### src/rtl/axil_mst_pkg.sv
// Shared types and constants for the AXI4-Lite command master.
package axil_mst_pkg;

  localparam int AXIL_DATA_WIDTH = 32;
  localparam int STRB_WIDTH      = AXIL_DATA_WIDTH / 8;

  localparam logic [1:0] RESP_OKAY   = 2'b00;
  localparam logic [1:0] RESP_SLVERR = 2'b10;
  localparam logic [1:0] RESP_DECERR = 2'b11;

  typedef enum logic [2:0] {
    IDLE = 3'd0,
    WR   = 3'd1,
    WB   = 3'd2,
    RA   = 3'd3,
    RD   = 3'd4,
    RSP  = 3'd5
  } state_t;

  function automatic logic resp_is_err(input logic [1:0] resp);
    return resp != RESP_OKAY;
  endfunction

endpackage

### src/rtl/axil_cmd_master.sv
// AXI4-Lite initiator: each valid/ready register command becomes one AXI-Lite write or read.
// Latency: rsp_valid 3 cycles after the cmd handshake against a 0-wait slave; one transaction in flight.
// Backpressure: cmd_ready low outside IDLE; response held until rsp_ready. AXIL_MST_STATS_EN adds counters.
module axil_cmd_master
  import axil_mst_pkg::*;
#(
  parameter int ADDR_WIDTH = 32,
  parameter int DATA_WIDTH = 32
`ifdef AXIL_MST_STATS_EN
  ,
  parameter int STAT_WIDTH = 32
`endif
) (
  input  logic                  user_clk,
  input  logic                  user_reset,

  input  logic                  cmd_valid,
  output logic                  cmd_ready,
  input  logic                  cmd_we,
  input  logic [ADDR_WIDTH-1:0] cmd_addr,
  input  logic [DATA_WIDTH-1:0] cmd_wdata,
  input  logic [STRB_WIDTH-1:0] cmd_wstrb,

  output logic                  rsp_valid,
  input  logic                  rsp_ready,
  output logic                  rsp_we,
  output logic [DATA_WIDTH-1:0] rsp_rdata,
  output logic [1:0]            rsp_resp,

  output logic [ADDR_WIDTH-1:0] m_axil_awaddr,
  output logic                  m_axil_awvalid,
  input  logic                  m_axil_awready,
  output logic [DATA_WIDTH-1:0] m_axil_wdata,
  output logic [STRB_WIDTH-1:0] m_axil_wstrb,
  output logic                  m_axil_wvalid,
  input  logic                  m_axil_wready,
  input  logic [1:0]            m_axil_bresp,
  input  logic                  m_axil_bvalid,
  output logic                  m_axil_bready,
  output logic [ADDR_WIDTH-1:0] m_axil_araddr,
  output logic                  m_axil_arvalid,
  input  logic                  m_axil_arready,
  input  logic [DATA_WIDTH-1:0] m_axil_rdata,
  input  logic [1:0]            m_axil_rresp,
  input  logic                  m_axil_rvalid,
  output logic                  m_axil_rready
`ifdef AXIL_MST_STATS_EN
  ,
  output logic [STAT_WIDTH-1:0] stat_wr_cnt,
  output logic [STAT_WIDTH-1:0] stat_rd_cnt,
  output logic [STAT_WIDTH-1:0] stat_err_cnt
`endif
);

  state_t state, state_nxt;

  logic [ADDR_WIDTH-1:0] addr_q;
  logic [DATA_WIDTH-1:0] wdata_q;
  logic [STRB_WIDTH-1:0] wstrb_q;
  logic                  we_q;
  logic                  aw_done, w_done;
  logic [DATA_WIDTH-1:0] rdata_q;
  logic [1:0]            resp_q;

  logic cmd_hs, aw_hs, w_hs, b_hs, ar_hs, r_hs;
  logic aw_all, w_all;

  assign cmd_hs = cmd_valid & cmd_ready;
  assign aw_hs  = m_axil_awvalid & m_axil_awready;
  assign w_hs   = m_axil_wvalid & m_axil_wready;
  assign b_hs   = m_axil_bready & m_axil_bvalid;
  assign ar_hs  = m_axil_arvalid & m_axil_arready;
  assign r_hs   = m_axil_rready & m_axil_rvalid;
  assign aw_all = aw_done | aw_hs;
  assign w_all  = w_done | w_hs;

  always_ff @(posedge user_clk) begin
    if (user_reset) state <= IDLE;
    else            state <= state_nxt;
  end

  always_comb begin
    state_nxt = state;
    unique case (state)
      IDLE:    if (cmd_hs) state_nxt = cmd_we ? WR : RA;
      WR:      if (aw_all && w_all) state_nxt = WB;
      WB:      if (b_hs) state_nxt = RSP;
      RA:      if (ar_hs) state_nxt = RD;
      RD:      if (r_hs) state_nxt = RSP;
      RSP:     if (rsp_ready) state_nxt = IDLE;
      default: state_nxt = IDLE;
    endcase
  end

  // cmd_ready is masked while reset is held so nothing is accepted during reset.
  always_comb begin
    cmd_ready      = (state == IDLE) && !user_reset;
    m_axil_awvalid = (state == WR) && !aw_done;
    m_axil_wvalid  = (state == WR) && !w_done;
    m_axil_bready  = (state == WB);
    m_axil_arvalid = (state == RA);
    m_axil_rready  = (state == RD);
    rsp_valid      = (state == RSP);
  end

  always_ff @(posedge user_clk) begin
    if (user_reset) begin
      addr_q  <= '0;
      wdata_q <= '0;
      wstrb_q <= '0;
      we_q    <= 1'b0;
      aw_done <= 1'b0;
      w_done  <= 1'b0;
      rdata_q <= '0;
      resp_q  <= RESP_OKAY;
    end else begin
      if (cmd_hs) begin
        addr_q  <= cmd_addr;
        wdata_q <= cmd_wdata;
        wstrb_q <= cmd_wstrb;
        we_q    <= cmd_we;
        aw_done <= 1'b0;
        w_done  <= 1'b0;
      end else begin
        if (aw_hs) aw_done <= 1'b1;
        if (w_hs)  w_done  <= 1'b1;
      end
      if (b_hs) begin
        rdata_q <= '0;
        resp_q  <= m_axil_bresp;
      end else if (r_hs) begin
        rdata_q <= m_axil_rdata;
        resp_q  <= m_axil_rresp;
      end
    end
  end

  assign m_axil_awaddr = addr_q;
  assign m_axil_araddr = addr_q;
  assign m_axil_wdata  = wdata_q;
  assign m_axil_wstrb  = wstrb_q;
  assign rsp_we        = we_q;
  assign rsp_rdata     = rdata_q;
  assign rsp_resp      = resp_q;

`ifdef AXIL_MST_STATS_EN
  logic err_evt;
  assign err_evt = (b_hs && resp_is_err(m_axil_bresp)) || (r_hs && resp_is_err(m_axil_rresp));

  // Counters saturate rather than wrap so long soak runs never read back as small values.
  always_ff @(posedge user_clk) begin
    if (user_reset) begin
      stat_wr_cnt  <= '0;
      stat_rd_cnt  <= '0;
      stat_err_cnt <= '0;
    end else begin
      if (b_hs && stat_wr_cnt != '1)     stat_wr_cnt  <= stat_wr_cnt + 1'b1;
      if (r_hs && stat_rd_cnt != '1)     stat_rd_cnt  <= stat_rd_cnt + 1'b1;
      if (err_evt && stat_err_cnt != '1) stat_err_cnt <= stat_err_cnt + 1'b1;
    end
  end
`endif

endmodule

### config.mk
export PLATFORM = sky130hd
export DESIGN_NAME = axil_cmd_master
export DESIGN_NICKNAME = d
export VERILOG_FILES = /design/src/rtl/axil_mst_pkg.sv /design/src/rtl/axil_cmd_master.sv
export SDC_FILE = /design/constraint.sdc
export NUM_CORES = 1
export LEC_CHECK = 0
export CAP_MARGIN = 20
export CORE_UTILIZATION = 39
export CTS_BUF_LIST = sky130_fd_sc_hd__clkbuf_8
export DETAILED_ROUTE_END_ITERATION = 6
export DONT_BUFFER_PORTS = 1
export SYNTH_ARGS = -nofsm -noshare
export SYNTH_HDL_FRONTEND = slang
export SYNTH_SLANG_ARGS = --single-unit
### constraint.sdc
create_clock -name user_clk -period 2.41 [get_ports user_clk]
set_input_delay 0.241 -clock user_clk [delete_from_list [all_inputs] [get_ports user_clk]]
set_output_delay 0.241 -clock user_clk [all_outputs]
set_load 0.02 [all_outputs]
## Word level (Yosys, flattened, before mapping)

Index checks and enable logic that the tools add are counted.

| cells by class | value |
|---|---|
| order comparisons | 0 |
| mux-type cells | 10 |
| bitwise gates (word level) | 8 |
| multiply operators | 0 |
| div/mod/pow operators | 0 |
| equal/unequal tests | 11 |
| $add $sub $neg | 0 |
| shifts and indexed selects | 0 |
| reductions and logical operators | 12 |

Operator list:

| cell | number |
|---|---|
| 3-bit two-way mux | 6 |
| 3-bit case mux with 6 select lines | 1 |
| 2-bit by 1-bit != test with 1-bit output, second input constant | 4 |
| 1-bit bitwise AND | 6 |
| 3-bit by 2-bit == test with 1-bit output, second input constant | 2 |
| 3-bit == test, second input constant | 2 |
| 2-bit two-way mux | 3 |
| 6-bit AND reduction | 1 |
| 1-bit logical AND | 4 |
| 2-bit != test, second input constant | 2 |
| 2-bit OR reduction | 2 |
| 3-bit by 1-bit == test with 1-bit output, second input constant | 1 |
| 1-bit logical NOT | 3 |
| 3-bit logical NOT | 1 |
| 1-bit OR | 2 |
| 2-bit nonzero test | 1 |

| storage, ports and cells | value |
|---|---|
| bits of input ports | 114 |
| logic and storage cells | 50 |
| bits in latches | 0 |
| memories kept | 0 |
| RAM bits | 0 |
| bits in registers | 108 |
| output and inout port bits | 142 |
| memory bits (read-only) | 0 |

## Longest topological paths before layout

Gate-level depths: netlist (run 1).

| depth | value |
|---|---|
| depth after elaboration | 7 |
| mapped depth | 6 |
| depth with buffers taken out | 3 |

## Least setup slack after synthesis (run 1)

OpenSTA, ideal clock, no wires.

| timing | value |
|---|---|
| path kind | reg-to-reg |
| from | register state[2] |
| to | register wdata_q[20] (netlist: m_axil_wdata[20]) |
| path slack | 653 ps |
| required time | 2289 ps |
| library setup time | 121 ps |
| data arrival time | 1636 ps |
| path buffers | 3 |
| cell stages (with the launch flop) | 7 |
| clock period less this slack | 1757 ps |
| cell sequence | dfxtp_1 -> buf_4 -> nor4_4 -> nand2_2 -> buf_6 -> buf_6 -> mux2_4 |

| between the ends | value |
|---|---|
| longest elaborated chain between the ends | 3 |

RTL lines:

| item | line | source |
|---|---|---|
| from (decl) | axil_cmd_master.sv:55 | `state_t state, state_nxt;` |
| from (signal assigned) | axil_cmd_master.sv:79 | `else state <= state_nxt;` |
| 3-bit logical NOT | axil_cmd_master.sv:97 | `cmd_ready = (state == IDLE) && !user_reset;` |
| 1-bit logical AND | axil_cmd_master.sv:97 |  |
| net cmd_ready | axil_cmd_master.sv:18 | `output logic cmd_ready,` |
| 1-bit bitwise AND | axil_cmd_master.sv:68 | `assign cmd_hs = cmd_valid & cmd_ready;` |
| to (signal assigned) | axil_cmd_master.sv:119 | `wdata_q <= cmd_wdata;` |
| to (decl) | axil_cmd_master.sv:58 | `logic [DATA_WIDTH-1:0] wdata_q;` |

The timed path passes the listed nets, and every way through them passes these cells.
A chain may end at the register's enable or synchronous reset.

## Worst setup path in the final report (run 1)

| timing | value |
|---|---|
| from | register state[2] |
| to | output m_axil_rready |

| between the ends | value |
|---|---|
| longest elaborated chain between the ends | 1 |

RTL lines:

| item | line | source |
|---|---|---|
| 3-bit == test | axil_cmd_master.sv:102 | `m_axil_rready = (state == RD);` |
| to (decl) | axil_cmd_master.sv:46 | `output logic m_axil_rready` |

Every way passes these cells.

==> run metrics, run 1 <==
outcome=finished clean; DRT iter0 DRCs=about 220; cts hold-fix bufs=103; IO buf count=0; P_leak=between 2 and 2.5 nW; setup bufs post-CTS=0; CTS buffer count=9; Finish-stage setup viols=0; Pint=0.00295 W; post-CTS sizing=0; clk_lat worst skew=0.37 ns; final wirelength=11,000 µm; post-route ant nets=0; Setup Crit Path Kind=flip-flop to primary output; CTS tree=yes; Final Hold Viols=0; Worst setup EP type=primary output; Worst EP arrival=between 1.5 and 2 ns; gpl congestion=between 0.7 and 0.8; EDFF count, synth=0; Hold WC Path Type=primary input to flip-flop; dpl cell area=0.00440 mm²; vias post-DR=between 3k and 4k; global-route wire length before repair=about 16,000 µm; largest net degree at the start of global routing=75; CP startpoint=state[2]$_SDFFE_PP0P_; initial antenna violation count=0; Die Width=approximately 110 µm; Initial DRT Pass Iterations=6; pre-CTS WS=between 0.5 and 0.6 ns; H-tree depth=3; crit start category=flip-flop; # fillers=approximately 1k; Worst IR Drop VDD=roughly 0.53 mV; final std cells w/o fill=around 660; worst slew pin tran=~0.75 ns; vias per std cell=about 5.0; Tmin final=2.02 ns; total congestion overflow=0; Final Cycle Share=a little over four fifths; IO Count=256; most frequent cells in the layout=dfxtp_1 (108), dlygate4sd3_1 (103), nand2_1 (70); delay-heaviest family, CP=flip-flops; cell count after placement=540; slack of the critical path=~0.39 ns; final slew viol count=0; synthesis-to-layout area growth=23.9%; origin of the critical flop-to-flop path=state[1]$_SDFFE_PP0P_; core box area=0.0114 mm²; post-synthesis register bit count=roughly 110; most common cell after layout, fill and taps aside=dfxtp_1; PwrDens=approximately 800 mW/mm²; clk_skew=around 0.0076 ns; maximum clock frequency=496 MHz; Crit-path slowest cell=dfxtp_1; Clk pwr share=about a quarter; clock-pin slew on the worst setup and hold paths=roughly 0.1 ns; DRC Markers=0; Post-synth ARST share=0%; Primary FF master, synth=dfxtp_1; Worst path max stage delay=approximately 0.71 ns; design area=~0.0056 mm²; Mapped Nets=569; DP Wirelength=slightly below 7000 µm; Mean Syn Cell Area=between 9 and 10 µm²; final core utilization=roughly half; FP Rows=39; crit path buf inv count=0; total track usage=17.1%; Sum Neg Setup Slack=0 ns; post-synthesis sequential area ratio=a little under half; crit-path cells=nor3b_1; vias in the first global route=3,091; final net count=between 600 and 700; n_diodes=0; Seq pwr share=a little under 60%; Syn. warnings=0; Root Buffer=clkbuf_8; Clock Path Buffers=2; layout cell share with drive strength beyond 1=~18%; Req. time, crit path=roughly 2.2 ns; Syn Inst Count=455; Routed WL per cell=roughly 17 µm; Comb pwr share=17.9%; Psw=0.00155 W; initial core utilization=between 30% and 40%; Die ar.=between 0.01 and 0.015 mm²; Worst Path Max Fanout=18; switching part of the total=between 30% and 40%; slew margin rel.=between 50% and 60%; Clock Sinks=108; Max Cap Viol=0; RSZ-0062 raised after global routing=no; Die Y=110 µm; Mapped Area=approximately 0.0045 mm²; Worst Hold Launch=m_axil_rdata[6]; Cell variety after synth=34
[cell usage after synthesis, types with 5 or more instances]
cell | count | share of area (%)
dfxtp_1 | 108 | 48
nand2_1 | 70 | 5.8
nor2b_1 | 69 | 9.5
mux2_2 | 61 | 15
a21oi_1 | 36 | 4.0
buf_4 | 33 | 5.5
clkbuf_1 | 19 | 1.6
mux2_4 | 9 | 3.0
buf_2 | 7 | 0.77
nor2_1 | 6 | 0.50
nor3b_1 | 5 | 0.83
[state kept, by name, indices dropped and copies added, names as in the netlist]
register / cells
aw_done: 1
m_axil_araddr: 32
m_axil_wdata: 32
m_axil_wstrb: 4
rsp_rdata: 32
rsp_resp: 2
rsp_we: 1
state: 3
w_done: 1
[logic make-up (layout without fill, tap and decap cells)]
logic type             count (synthesis)  after routing  synth area share (%)
AOI/OAI and AO/OA                     48             48                  5.91
DFF                                  108            108                  47.7
buffers and inverters                 64            125                  8.55
and+or+nand+nor                      163            163                  19.3
muxes                                 72             72                  18.6
[layer usage]
metal / wire, µm / global-route usage [%]
met1: 4310 / 18.3
met2: 5550 / 30.2
met3: 976 / 5.75
met4: 184 / 8.10
met5: 0 / 0
[final cells by class]
type                            count  area (µm²)  area share [%]
Sequential cell                   108        2160            38.5
Multi-Input combinational cell    283        2000            35.7
Timing Repair Buffer              108        1080            19.2
Tap cell                          143         179            3.18
Clock buffer                       11         151            2.69
Clock inverter                      5        37.5           0.668
Inverter                            1        3.75          0.0668
[final timing paths]
| check | endpoint | slack [ns] | cells after the start |
|---|---|---|---|
| setup / recovery | m_axil_rready | 0.39 | 1 |
| hold / removal | rsp_rdata[6]$_SDFFE_PP0P_ | 0.04 | 2 |
| setup reg to reg | m_axil_wdata[9]$_SDFFE_PP0P_ | 0.54 | 4 |
| hold reg to reg | w_done$_SDFFE_PP0P_ | 0.57 | 2 |
[power groups by stage]
stage | logic, W | registers, W | clock network [W]
2_1_floorplan | 0.000879 | 0.00244 | 0
3_3_place_gp | 0.000642 | 0.00267 | 0
3_5_place_dp | 0.000664 | 0.00267 | 0
4_1_cts | 0.000805 | 0.00263 | 0.00110
5_1_grt | 0.000874 | 0.00268 | 0.00117
6_report | 0.000805 | 0.00264 | 0.00105
[metrics by stage]
stage | hold slack (ns) | power [W]
floorplan | 0.338 | 0.00332
global placement | 0.326 | 0.00331
detailed placement | 0.327 | 0.00334
CTS | 0.00758 | 0.00454
global route | 0.0169 | 0.00473
finish | 0.0398 | 0.00449
No activity file was read; power rests on OpenSTA's default activity.
==> run 2: changes to the inputs <==
==> constraint.sdc (replaced) <==
create_clock -name user_clk -period 1.89 [get_ports user_clk]
set_input_delay 0.189 -clock user_clk [delete_from_list [all_inputs] [get_ports user_clk]]
set_output_delay 0.189 -clock user_clk [all_outputs]
set_load 0.02 [all_outputs]
==> run 2 against run 1 <==
Compared with the run above:
- via count rose by 1.7%
- sequential cell count is the same
- critical path type unchanged
- first-iteration DRC count up 7.9%
- critical endpoint is now m_axil_awvalid
- sequential power up 25%
- worst hold slack improved by 0.027 ns
==> run metrics, run 2 (synthesis results as in run 1) <==
total track usage=17.4% (+0.30 points); largest net degree at the start of global routing=73 (-2.7%); CTS tree=yes; worst r2r path cells=4 (unchanged); Initial DRT Pass Iterations=4 (-2); most common cell after layout, fill and taps aside=dlygate4sd3_1; H-tree depth=3 (unchanged); RSZ-0062 raised after global routing=no; DRT iter0 DRCs=232 (+7.9%); origin of the critical flop-to-flop path=state[2]$_SDFFE_PP0P_; r2r setup slk=0.34 ns (-0.20 ns); n_diodes=0 (unchanged); vias post-DR=3,320 (+1.7%); grt peak-use layer=met2; Max Cap Viol=0 (unchanged); IO buf count=0 (unchanged); Worst setup EP type=primary output; Tmin final=roughly 1.7 ns; outcome=finished clean; total congestion overflow=0 (unchanged); Clock Path Buffers=2 (unchanged); DRC Markers=0 (unchanged); pre-CTS WS=0.332 ns (-0.253 ns); most frequent cells in the layout=dlygate4sd3_1 (109), dfxtp_1 (108), nand2_1 (70); Routed WL per cell=16.8 µm (+0.38%); Setup Crit Path Kind=flip-flop to primary output; crit start category=flip-flop; Sum Neg Setup Slack=0 ns (unchanged); layout cell share with drive strength beyond 1=18.9% (+0.53 points); slack of the critical path=0.153 ns (-0.241 ns); P_leak=2.26 nW (+3.0%); clk_lat worst skew=0.38 ns (about the same); gpl congestion=0.768 (+0.54%); Worst Hold End=m_axil_wstrb[0]$_SDFFE_PP0P_; post-CTS sizing=0 (unchanged); PwrDens=1000 mW/mm² (+25%); hold_ws=0.0664 ns (+0.0266 ns); vias per std cell=4.95 (about the same); IO Count=256 (unchanged); Final Cycle Share=approximately nine tenths; M2 GR Usage=31.9% (+1.7 points); Die Y=110 µm (unchanged); synthesis-to-layout area growth=26.6%; Worst IR Drop VDD=0.543 mV (+1.9%); initial core utilization=39.9% (unchanged); Die ar.=0.0121 mm² (unchanged); final slew viol count=0 (unchanged); Worst EP arrival=1.55 ns (-0.22 ns); Worst Path Max Fanout=13 (-5); slew margin rel.=67.4% (+17 points); Req. time, crit path=1.70 ns (-0.47 ns); vias in the first global route=3,158 (+2.2%); reg2reg end=m_axil_wdata[10]$_SDFFE_PP0P_; Final Hold Viols=0 (unchanged); CTS buffer count=9 (unchanged); core box area=0.0114 mm² (unchanged); worst slew pin tran=0.488 ns (-0.259 ns); maximum clock frequency=approximately 580 MHz; FP Rows=39 (unchanged); Finish-stage setup viols=0 (unchanged); Clock Sinks=108 (unchanged); final std cells w/o fill=671 (+1.8%); Worst Hold Launch=user_reset; Root Buffer=clkbuf_8; final wirelength=11,300 µm (+2.2%); setup bufs post-CTS=0 (unchanged); final net count=637 (+1.9%); Hold WC Path Type=primary input to flip-flop; Hold Path Depth=2 (unchanged); initial antenna violation count=0 (unchanged); clk_skew=0.00981 ns (+0.00219 ns); post-route ant nets=0 (unchanged); clock-pin slew on the worst setup and hold paths=0.10 ns (about the same); global-route wire length before repair=15,700 µm (+0.71%); final core utilization=50.5% (+1.1 points); Die Width=110 µm (unchanged); cell count after placement=546 (+1.1%); GR met3 Demand/Resource=7.47% (+1.7 points); DP Wirelength=6980 µm (+2.2%); M1 GR Usage=17.4% (-0.87 points)
## run 2: cell count changes in the layout (fill, tap and decap cells not counted), sizes merged
cell / before / now
buf: 5 / 11
inv: 2 / 3
clkinv: 3 / 2
dlygate4sd3: 103 / 109
## run 2: power breakdown
group | leakage [nW] | internal, W | total [W] | switching, W
Clock | 0.0979 | 0.000543 | 0.00131 | 0.000767
Combinational | 1.28 | 0.000681 | 0.00115 | 0.000468
Sequential | 0.881 | 0.00257 | 0.00330 | 0.000727
Total | 2.26 | 0.00380 | 0.00576 | 0.00196
## run 2: how the worst max path moves through the flow
stage                               start                             end  slack (ns)
finish              state[2]$_SDFFE_PP0P_                  m_axil_awvalid        0.15
global route        state[2]$_SDFFE_PP0P_                   m_axil_wvalid        0.04
CTS                 state[2]$_SDFFE_PP0P_                  m_axil_awvalid        0.10
detailed placement  state[2]$_SDFFE_PP0P_  m_axil_araddr[24]$_SDFFE_PP0P_        0.33
global placement    state[2]$_SDFFE_PP0P_   m_axil_wdata[31]$_SDFFE_PP0P_        0.37
floorplan           state[2]$_SDFFE_PP0P_   m_axil_wdata[20]$_SDFFE_PP0P_        0.13
## run 2: cell type report
type	instances	area, µm²
Sequential cell	108	2160
Fill cell	977	5630
Clock inverter	5	28.8
Multi-Input combinational cell	283	2000
Inverter	1	3.75
Timing Repair Buffer	120	1210
Tap cell	143	179
Clock buffer	11	151
## run 2: worst max-delay path, stage by stage, from the launching register on
cell and delay (ns):
dfxtp_1 0.39, buf_4 0.20, nor2_1 0.15, nand2_1 0.09, nor2_1 0.34
## run 2: layer usage
metal | vias to the layer above | wire (µm)
met3 | 10 | 1050
met5 | - | 0
li1 | 1600 | -
met4 | 0 | 131
met1 | 1540 | 4300
met2 | 170 | 5790
## run 2: metrics by stage
| stage | instance area [µm²] | total power [W] |
|---|---|---|
| after floorplan | 4530 | 0.00423 |
| after global placement | 4470 | 0.00428 |
| after detailed placement | 4470 | 0.00431 |
| after CTS | 5740 | 0.00581 |
| after global routing | 5740 | 0.00608 |
| final | 5740 | 0.00576 |
## run 2: repair_timing
action,4_1_cts,5_1_grt
setup endpoints to repair,0,0
endpoints found under the hold margin,108,0
hold buffers,109,0
==> run 3: changes to the inputs <==
--- a/config.mk
+++ b/config.mk
@@ -10,6 +10,7 @@
 export CTS_BUF_LIST = sky130_fd_sc_hd__clkbuf_8
 export DETAILED_ROUTE_END_ITERATION = 6
 export DONT_BUFFER_PORTS = 1
+export SKIP_LAST_GASP = 1
 export SYNTH_ARGS = -nofsm -noshare
 export SYNTH_HDL_FRONTEND = slang
 export SYNTH_SLANG_ARGS = --single-unit
==> results of run 3 <==
Final layout, timing and power as in run 2 (identical DEF).
